$ cat config.mk
export PLATFORM = sky130hd
export DESIGN_NAME = regfile_wb_arbiter
export DESIGN_NICKNAME = d
export VERILOG_FILES = /design/src/rtl/regfile_pkg.sv /design/src/rtl/rr_arbiter.sv /design/src/rtl/regfile_wb_arbiter.sv
export SDC_FILE = /design/constraint.sdc
export NUM_CORES = 1
export LEC_CHECK = 0
export CAP_MARGIN = 0
export CORE_MARGIN = 2
export CORE_UTILIZATION = 38
export CTS_CLUSTER_SIZE = 12
export DETAILED_ROUTE_END_ITERATION = 16
export PLACE_DENSITY = 0.78
export SYNTH_ARGS = -nofsm -noshare
export SYNTH_HDL_FRONTEND = slang
export SYNTH_HIERARCHICAL = 1
export SYNTH_SLANG_ARGS = --single-unit
$ cat constraint.sdc
create_clock -name clk -period 3.3 [get_ports clk]
set_input_delay 0.33 -clock clk [delete_from_list [all_inputs] [get_ports clk]]
set_output_delay 0.33 -clock clk [all_outputs]
set_load 0.01 [all_outputs]
$ cat src/rtl/regfile_pkg.sv
// Shared register-file parameters and types.
// Imported by the write-back arbiter and other register-file blocks.
package regfile_pkg;

    localparam int REG_AW   = 5;
    localparam int REG_DW   = 32;
    localparam int REG_NUM  = 32;
    localparam int REG_ZERO = 0;

    typedef logic [REG_AW-1:0] reg_addr_t;
    typedef logic [REG_DW-1:0] reg_data_t;

endpackage

$ cat src/rtl/rr_arbiter.sv
// Round-robin arbiter with a registered last-grant pointer.
// Scans upward from last+1, wrapping at N; grant is combinational.
module rr_arbiter
    import regfile_pkg::*;
#(
    parameter int N = 3
) (
    input  logic         clk,
    input  logic         rst,
    input  logic [N-1:0] req,
    output logic [N-1:0] gnt
);

    localparam int LW = (N > 1) ? $clog2(N) : 1;
    localparam int IW = LW + 1;

    logic [LW-1:0] last;
    logic [LW-1:0] sel;
    logic [IW-1:0] idx;
    logic          found;

    // Pick the first requester after the previous winner.
    always_comb begin
        gnt   = '0;
        sel   = last;
        found = 1'b0;
        idx   = '0;
        for (int k = 1; k <= N; k++) begin
            idx = {1'b0, last} + IW'(k);
            if (idx >= IW'(N))
                idx = idx - IW'(N);
            if (!found && req[idx[LW-1:0]]) begin
                gnt[idx[LW-1:0]] = 1'b1;
                sel              = idx[LW-1:0];
                found            = 1'b1;
            end
        end
    end

    // Move the pointer only when something was granted.
    always_ff @(posedge clk or posedge rst) begin
        if (rst)
            last <= LW'(N - 1);
        else if (found)
            last <= sel;
    end

endmodule

$ cat src/rtl/regfile_wb_arbiter.sv
// Write-back arbiter and busy scoreboard for the register file.
// Shares one write port among NREQ requesters; r0 is never written.
module regfile_wb_arbiter
    import regfile_pkg::*;
#(
    parameter int NREQ = 3,
    parameter int AW   = REG_AW,
    parameter int DW   = REG_DW
) (
    input  logic               clk,
    input  logic               rst,
    input  logic [NREQ-1:0]    req_valid,
    input  logic [NREQ*AW-1:0] req_addr,
    input  logic [NREQ*DW-1:0] req_data,
    output logic [NREQ-1:0]    req_ready,
    output logic               RegWrite,
    output logic [AW-1:0]      writereg,
    output logic [DW-1:0]      writedata,
    input  logic               resv_valid,
    input  logic [AW-1:0]      resv_addr,
    input  logic [AW-1:0]      chk_addr1,
    input  logic [AW-1:0]      chk_addr2,
    output logic               chk_busy1,
    output logic               chk_busy2,
    output logic [2**AW-1:0]   busy
);

    logic [NREQ-1:0]  gnt;
    logic [AW-1:0]    sel_addr;
    logic [DW-1:0]    sel_data;
    logic             xfer;
    logic [2**AW-1:0] busy_nxt;

    rr_arbiter #(
        .N (NREQ)
    ) u_arb (
        .clk (clk),
        .rst (rst),
        .req (req_valid),
        .gnt (gnt)
    );

    assign req_ready = gnt;
    assign xfer      = |(req_valid & gnt);

    // Mux the granted requester's address and data.
    always_comb begin
        sel_addr = '0;
        sel_data = '0;
        for (int i = 0; i < NREQ; i++) begin
            if (gnt[i]) begin
                sel_addr = req_addr[i*AW +: AW];
                sel_data = req_data[i*DW +: DW];
            end
        end
    end

    // Register the write port; r0 writes are acknowledged but dropped.
    always_ff @(posedge clk or posedge rst) begin
        if (rst) begin
            RegWrite  <= 1'b0;
            writereg  <= '0;
            writedata <= '0;
        end else begin
            RegWrite <= 1'b0;
            if (xfer && sel_addr != AW'(REG_ZERO)) begin
                RegWrite  <= 1'b1;
                writereg  <= sel_addr;
                writedata <= sel_data;
            end
        end
    end

    // Next busy map: clear on write, then set on reserve so set wins.
    always_comb begin
        busy_nxt = busy;
        if (RegWrite)
            busy_nxt[writereg] = 1'b0;
        if (resv_valid && resv_addr != AW'(REG_ZERO))
            busy_nxt[resv_addr] = 1'b1;
        busy_nxt[0] = 1'b0;
    end

    // Busy bitmap register.
    always_ff @(posedge clk or posedge rst) begin
        if (rst)
            busy <= '0;
        else
            busy <= busy_nxt;
    end

    assign chk_busy1 = busy[chk_addr1] && (chk_addr1 != AW'(REG_ZERO));
    assign chk_busy2 = busy[chk_addr2] && (chk_addr2 != AW'(REG_ZERO));

endmodule

After elaboration in Yosys (flattened, before gate mapping)

Cells that the tools add are included.

Input bits: 132
Flip-flop bits (word level): 71
Logic and storage cells: 93

Reductions and logical operators: 20
Mux-type cells: 41
Bitwise gates (word level): 6
Add/sub/neg operators: 6
Order comparisons: 15

Operators by type and width:

| operator                                                           | number |
|---|---|
| two-way mux 32 bit                                                 | 5 |
| bitwise AND 32 bit                                                 | 1 |
| inverter 32 bit                                                    | 1 |
| OR 32 bit                                                          | 1 |
| less-than comparator 5 x 6 -> 1 bit (second input constant)        | 4 |
| nonzero test 5 bit                                                 | 4 |
| two-way mux 5 bit                                                  | 3 |
| two-way mux 1 bit                                                  | 14 |
| two-way mux 2 bit                                                  | 6 |
| logical AND 1 bit                                                  | 11 |
| binary-select mux 1 bit (select 5 bit)                             | 2 |
| demux 1 bit (select 5 bit)                                         | 2 |
| greater-or-equal comparator 5 x 1 -> 1 bit (second input constant) | 2 |
| greater-or-equal comparator 3 x 2 -> 1 bit (second input constant) | 3 |
| less-than comparator 2 x 3 -> 1 bit (second input constant)        | 3 |
| two-way mux 3 bit                                                  | 3 |
| adder 2 x 2 -> 3 bit (second input constant)                       | 2 |
| binary-select mux 1 bit (select 2 bit)                             | 3 |
| demux 1 bit (select 2 bit)                                         | 3 |
| greater-or-equal comparator 2 x 1 -> 1 bit (second input constant) | 3 |
| OR 3 bit                                                           | 2 |
| subtractor 2 bit (second input constant)                           | 3 |
| adder 2 x 1 -> 3 bit (second input constant)                       | 1 |
| bitwise AND 3 bit                                                  | 1 |
| other kinds (4)                                                    | 5 |

Longest topological paths before layout

Depth in word-level cells: 18
Depth in mapped cells: 15

Cells and area by module

The synthesis kept the hierarchy.

By module, submodules not included:

| module             | instances | cells each | area each (µm²) |
|---|---|---|---|
| regfile_wb_arbiter | 1         | 398        | 3997.6 |
| rr_arbiter         | 1         | 48         | 412.9 |

Least setup slack after synthesis

OpenSTA, ideal clock, no wires.

Path type: register to register
Start: reg u_arb.last[1]
End: reg writedata[21]
Path slack: -467 ps
Arrival time: 3642 ps
Stages on the path, launching flop included: 14
Path through: dfstp_2 inv_1 ha_1 buf_6 a211oi_2 a41oi_4 o31ai_1 nand3b_1 a21oi_1 or3_1 o31a_1 buf_6 buf_6 mux2_4

RTL lines:

| element                                                                               | line                               | source |
|---|---|---|
| start: declaration                                                                    | rr_arbiter.sv:17                   | `logic [LW-1:0] last;` |
| start signal: assignment                                                              | rr_arbiter.sv:43                   | `last <= LW'(N - 1);` |
| start signal: assignment                                                              | rr_arbiter.sv:45                   | `last <= sel;` |
| adder 2 x 1 -> 3 bit                                                                  | rr_arbiter.sv:29                   | `idx = {1'b0, last} + IW'(k);` |
| greater-or-equal comparator 3 x 2 -> 1 bit / subtractor 2 bit (equally long branches) | rr_arbiter.sv:30, rr_arbiter.sv:31 |  |
| two-way mux 2 bit                                                                     | rr_arbiter.sv:30                   | `if (idx >= IW'(N))` |
| less-than comparator 2 x 3 -> 1 bit (not written as such) (tied with other cells)     | rr_arbiter.sv:33                   | `gnt[idx[LW-1:0]] = 1'b1;` |
| logical AND 1 bit (not written as such) / two-way mux 1 bit (equally long branches)   | rr_arbiter.sv:33, rr_arbiter.sv:32 |  |
| two-way mux 1 bit, on equally long branches                                           | rr_arbiter.sv:33, rr_arbiter.sv:32 |  |
| demux 1 bit (select 2 bit) / zero test 1 bit (equally long branches)                  | -                                  |  |
| two-way mux 3 bit / logical AND 1 bit (equally long branches)                         | rr_arbiter.sv:32                   | `if (!found && req[idx[LW-1:0]]) begin` |
| OR 3 bit (no line) / two-way mux 1 bit (equally long branches)                        | -                                  |  |
| two-way mux 3 bit / zero test 1 bit (equally long branches)                           | rr_arbiter.sv:32                   |  |
| OR 3 bit (no line) / logical AND 1 bit (equally long branches)                        | -                                  |  |
| two-way mux 3 bit (*)                                                                 | rr_arbiter.sv:32                   |  |
| net req_ready[1]                                                                      | regfile_wb_arbiter.sv:15           | `output logic [NREQ-1:0] req_ready,` |
| two-way mux 5 bit (2 in series)                                                       | regfile_wb_arbiter.sv:51           | `if (gnt[i]) begin` |
| nonzero test 5 bit                                                                    | regfile_wb_arbiter.sv:66           | `if (xfer && sel_addr != AW'(REG_ZERO)) begin` |
| logical AND 1 bit                                                                     | regfile_wb_arbiter.sv:66           |  |
| end signal: assignment                                                                | regfile_wb_arbiter.sv:69           | `writedata <= sel_data;` |
| end: declaration                                                                      | regfile_wb_arbiter.sv:18           | `output logic [DW-1:0] writedata,` |

The timed path passes the listed nets; every way through them passes the cells marked *. The select of a mux whose other input is x is not followed.
A chain may end at the register's enable or synchronous reset.

Final worst setup path

Start: reg u_arb.last[1]
End: reg writedata[18]

Longest elaborated chain between the ends: 17

RTL lines:

| element                                                                               | line |
|---|---|
| adder 2 x 1 -> 3 bit                                                                  | rr_arbiter.sv:29 |
| greater-or-equal comparator 3 x 2 -> 1 bit / subtractor 2 bit (equally long branches) | rr_arbiter.sv:30, rr_arbiter.sv:31 |
| two-way mux 2 bit                                                                     | rr_arbiter.sv:30 |
| less-than comparator 2 x 3 -> 1 bit (not written as such) (tied with other cells)     | rr_arbiter.sv:33 |
| logical AND 1 bit (not written as such) / two-way mux 1 bit (equally long branches)   | rr_arbiter.sv:33, rr_arbiter.sv:32 |
| two-way mux 1 bit, on equally long branches                                           | rr_arbiter.sv:33, rr_arbiter.sv:32 |
| demux 1 bit (select 2 bit) / zero test 1 bit (equally long branches)                  | - |
| two-way mux 3 bit / logical AND 1 bit (equally long branches)                         | rr_arbiter.sv:32 |
| OR 3 bit (no line) / two-way mux 1 bit (equally long branches)                        | - |
| two-way mux 3 bit / zero test 1 bit (equally long branches)                           | rr_arbiter.sv:32 |
| OR 3 bit (no line) / logical AND 1 bit (equally long branches)                        | - |
| two-way mux 3 bit (*)                                                                 | rr_arbiter.sv:32 |
| two-way mux 5 bit (3 in series)                                                       | regfile_wb_arbiter.sv:51 |
| nonzero test 5 bit                                                                    | regfile_wb_arbiter.sv:66 |
| logical AND 1 bit                                                                     | regfile_wb_arbiter.sv:66 |

Every way passes the cells marked *; elsewhere a longest branch is shown, timed or not. The select of a mux whose other input is x is not followed.

==> results.ini <==
[setup_path]
arrival_ns = 3.56
r2r_slack_ns = -0.05
r2r-start = u_arb/last[1]
cp.required_ns = 3.51
rr_endpoint = writedata[18]
start_kind = flop
r2r_cells = 13
path_max_fanout = 12
crit_path_end_kind = flop
worstSetupPathType = flop to flop

[placed_design]
post_dp_cell_area_um2 = 6770
placed_cells = 793
pre_cts_ws_ns = -0.144
hpwl_mm = 11.3
gp_congestion = 0.931
portBuffers = 205

[timing]
setup_viol = 25
rsz0062_at_grt = true
slew_violations = 0
hold_violations = 0
skew_ns = 0.00639
tightest_slew_ns = 0.684
fin_crit_sh_pct = 102
finalCriticalPeriod_ns = 3.35
setup_ws_ns = -0.0514
slew_headroom_pct = 54.3
fmax_mhz = 298
holdWs_ns = 0.240
fin_tns_setup_ns = -0.643

[logic_synthesis]
synth_edf_count = 0
ys_seq_area_share_pct = 40.3
synthArstFlopShare_pct = 100
synth-compound-area-share_pct = 23.2
synth_top_family_by_area = compound AO/OA/AOI/OAI gates
yosys_warnings = 6
synthSimpleGateAreaFrac_pct = 11.1
synth-xor-area-share_pct = 0
synth_seq_cells = 71
syn-instance-count = 446
synth_flop_cell = dfrtp_1
synth_fp_nets = 584
synthMuxAreaShare_pct = 18.8
yosys.area_share.adder_pct = 1.70
syn_area_um2 = 4410
avgSynthCellArea_um2 = 9.89
yosysUniqueCellTypes = 41

[grt]
grt_usage_pct = 22.4
grt_pass1_vias = 4567
grt_pass1_wl_mm = 22.7
grt_max_degree = 57
grt_overflow_total = 0
antenna_found_initial = 0

[power_and_ir_drop]
ir_drop_mv = 0.580
p_total_mw = 7.56
power_density_nw_per_um2 = 1020
p_leak_nw = 2.87

[cells_and_area]
postLayoutCellArea_um2 = 7420
utilization_pct = 65.3
diodes = 0
syn_to_final_growth_pct = 68.3
layout_common_cells = 205 x clkdlybuf4s50_1, 103 x o21ai_0, 69 x dfrtp_1
final_common_cell = clkdlybuf4s50_1
drive_gt1_share_pct = 20.7
finalNetCount = 814
stdcell_count = 824

[detailed_routing]
drt_iter0_drc = 312
wl_mm = 14.7
drc = 0
num_vias = 4505
drt_first_pass_iters = 5
routedWlPerCell_um = 17.9
ant_nets = 0
routed_via_density = 5.47

[clock_network]
clkSinkCount = 71
cts-root-buf = clkbuf_16
cts_buffers = 9
tritoncts = done
hold_buffers = 0
clkLatencyLatePin_ns = 0.33
ctsLongestPathBuffers = 2
cts.htree.levels = 3
path_clk_slew_ns = 0.06

[floorplanning]
start_util_pct = 38.8
die_w_um = 112
core_um2 = 11400
pin_count = 207
fp.dieH_um = 112
num_rows = 39
die_area_um2 = 12500

[status]
violations = negative setup slack
outcome = finished with violations

[run]
maxCapViolCount = 0

[hold_path]
hold_path.class = input port to async pin

-- power breakdown --
part	internal, mW	switching [mW]	leakage, nW
registers	1.26	0.350	0.817
logic	2.68	2.13	1.88
clock network	0.750	0.388	0.173
total	4.69	2.86	2.87
-- area by class of cell --
type | instances | area [um2]
inverter | 12 | 52.6
clock buffer | 9 | 225
fill | 874 | 3950
clock inverter | 7 | 128
timing repair buffer | 249 | 2480
multi-input combinational | 333 | 2580
tap | 143 | 179
sequential | 71 | 1780
-- cells by family after synthesis --
family	Yosys count
other cells	1
simple gates	98
mux	56
flops	71
buf+inv	42
compound gates	172
fa+ha+maj	6
-- worst max path at each step --
stage / startpoint / endpoint / depth (start not counted) / slack, ns
final: u_arb/last[1] / writedata[18] / 13 / -0.05
after global routing: u_arb/last[1] / writedata[25] / 13 / -0.17
after CTS: u_arb/last[1] / writedata[25] / 13 / -0.04
after detailed placement: u_arb/last[0] / writedata[2] / 12 / -0.14
after global placement: u_arb/last[0] / writedata[31] / 12 / -0.03
after floorplan: u_arb/last[1] / writedata[21] / 15 / -0.07
-- registers in the layout, indices dropped and copies added (netlist names) --
signal and flops:
RegWrite 1, busy 31, u_arb/last 2, writedata 32
writereg 5
-- synth_stat cells (all sizes together), types with 2 or more instances --
| library cell | number | area (um2) |
|---|---|---|
| a211oi | 3 | 27.5 |
| a21oi | 17 | 85.1 |
| a22o | 2 | 17.5 |
| a22oi | 34 | 255 |
| and3 | 2 | 12.5 |
| buf | 10 | 90.1 |
| clkbuf | 20 | 75.1 |
| dfrtp | 70 | 1750 |
| ha | 6 | 75.1 |
| inv | 12 | 45.0 |
| mux2 | 34 | 435 |
| mux2i | 8 | 80.1 |
| mux4 | 14 | 315 |
| nand2 | 48 | 180 |
| nand2b | 4 | 25.0 |
| nand3 | 13 | 65.1 |
| nand3b | 8 | 60.1 |
| nor2 | 5 | 18.8 |
| nor2b | 8 | 52.6 |
| nor4 | 2 | 12.5 |
| o211ai | 3 | 22.5 |
| o21ai | 107 | 536 |
| or3 | 2 | 12.5 |
| or3b | 4 | 35.0 |
-- what timing repair did --
action | 4_1_cts | 5_1_grt
pin swaps | 3 | 5
setup endpoints to repair | 32 | 37
gates resized for setup | 16 | 23
buffers inserted | 8 | 6
cloned | 1 | 0
-- critical path, stage by stage, from the launching register on --
cell and delay (ns):
dfstp_2 0.57, inv_4 0.06, ha_4 0.32, buf_6 0.11, and3_4 0.19, a21oi_4 0.04, or2_4 0.24, mux2i_4 0.25
nor2b_4 0.20, a21oi_1 0.06, or3_1 0.38, o31a_4 0.35, buf_12 0.17, mux2_4 0.30
-- metal layers --
layer	vias to the layer above	global-route usage (%)	wire (um)	part of all wire, %
li1	2114	-	-	-
met1	2147	26.5	5730	39
met2	221	39.8	7610	52
met3	23	5.44	1120	7.6
met4	0	7.98	262	1.8
met5	-	0	0	0
Power figures use the tool's default switching activity.
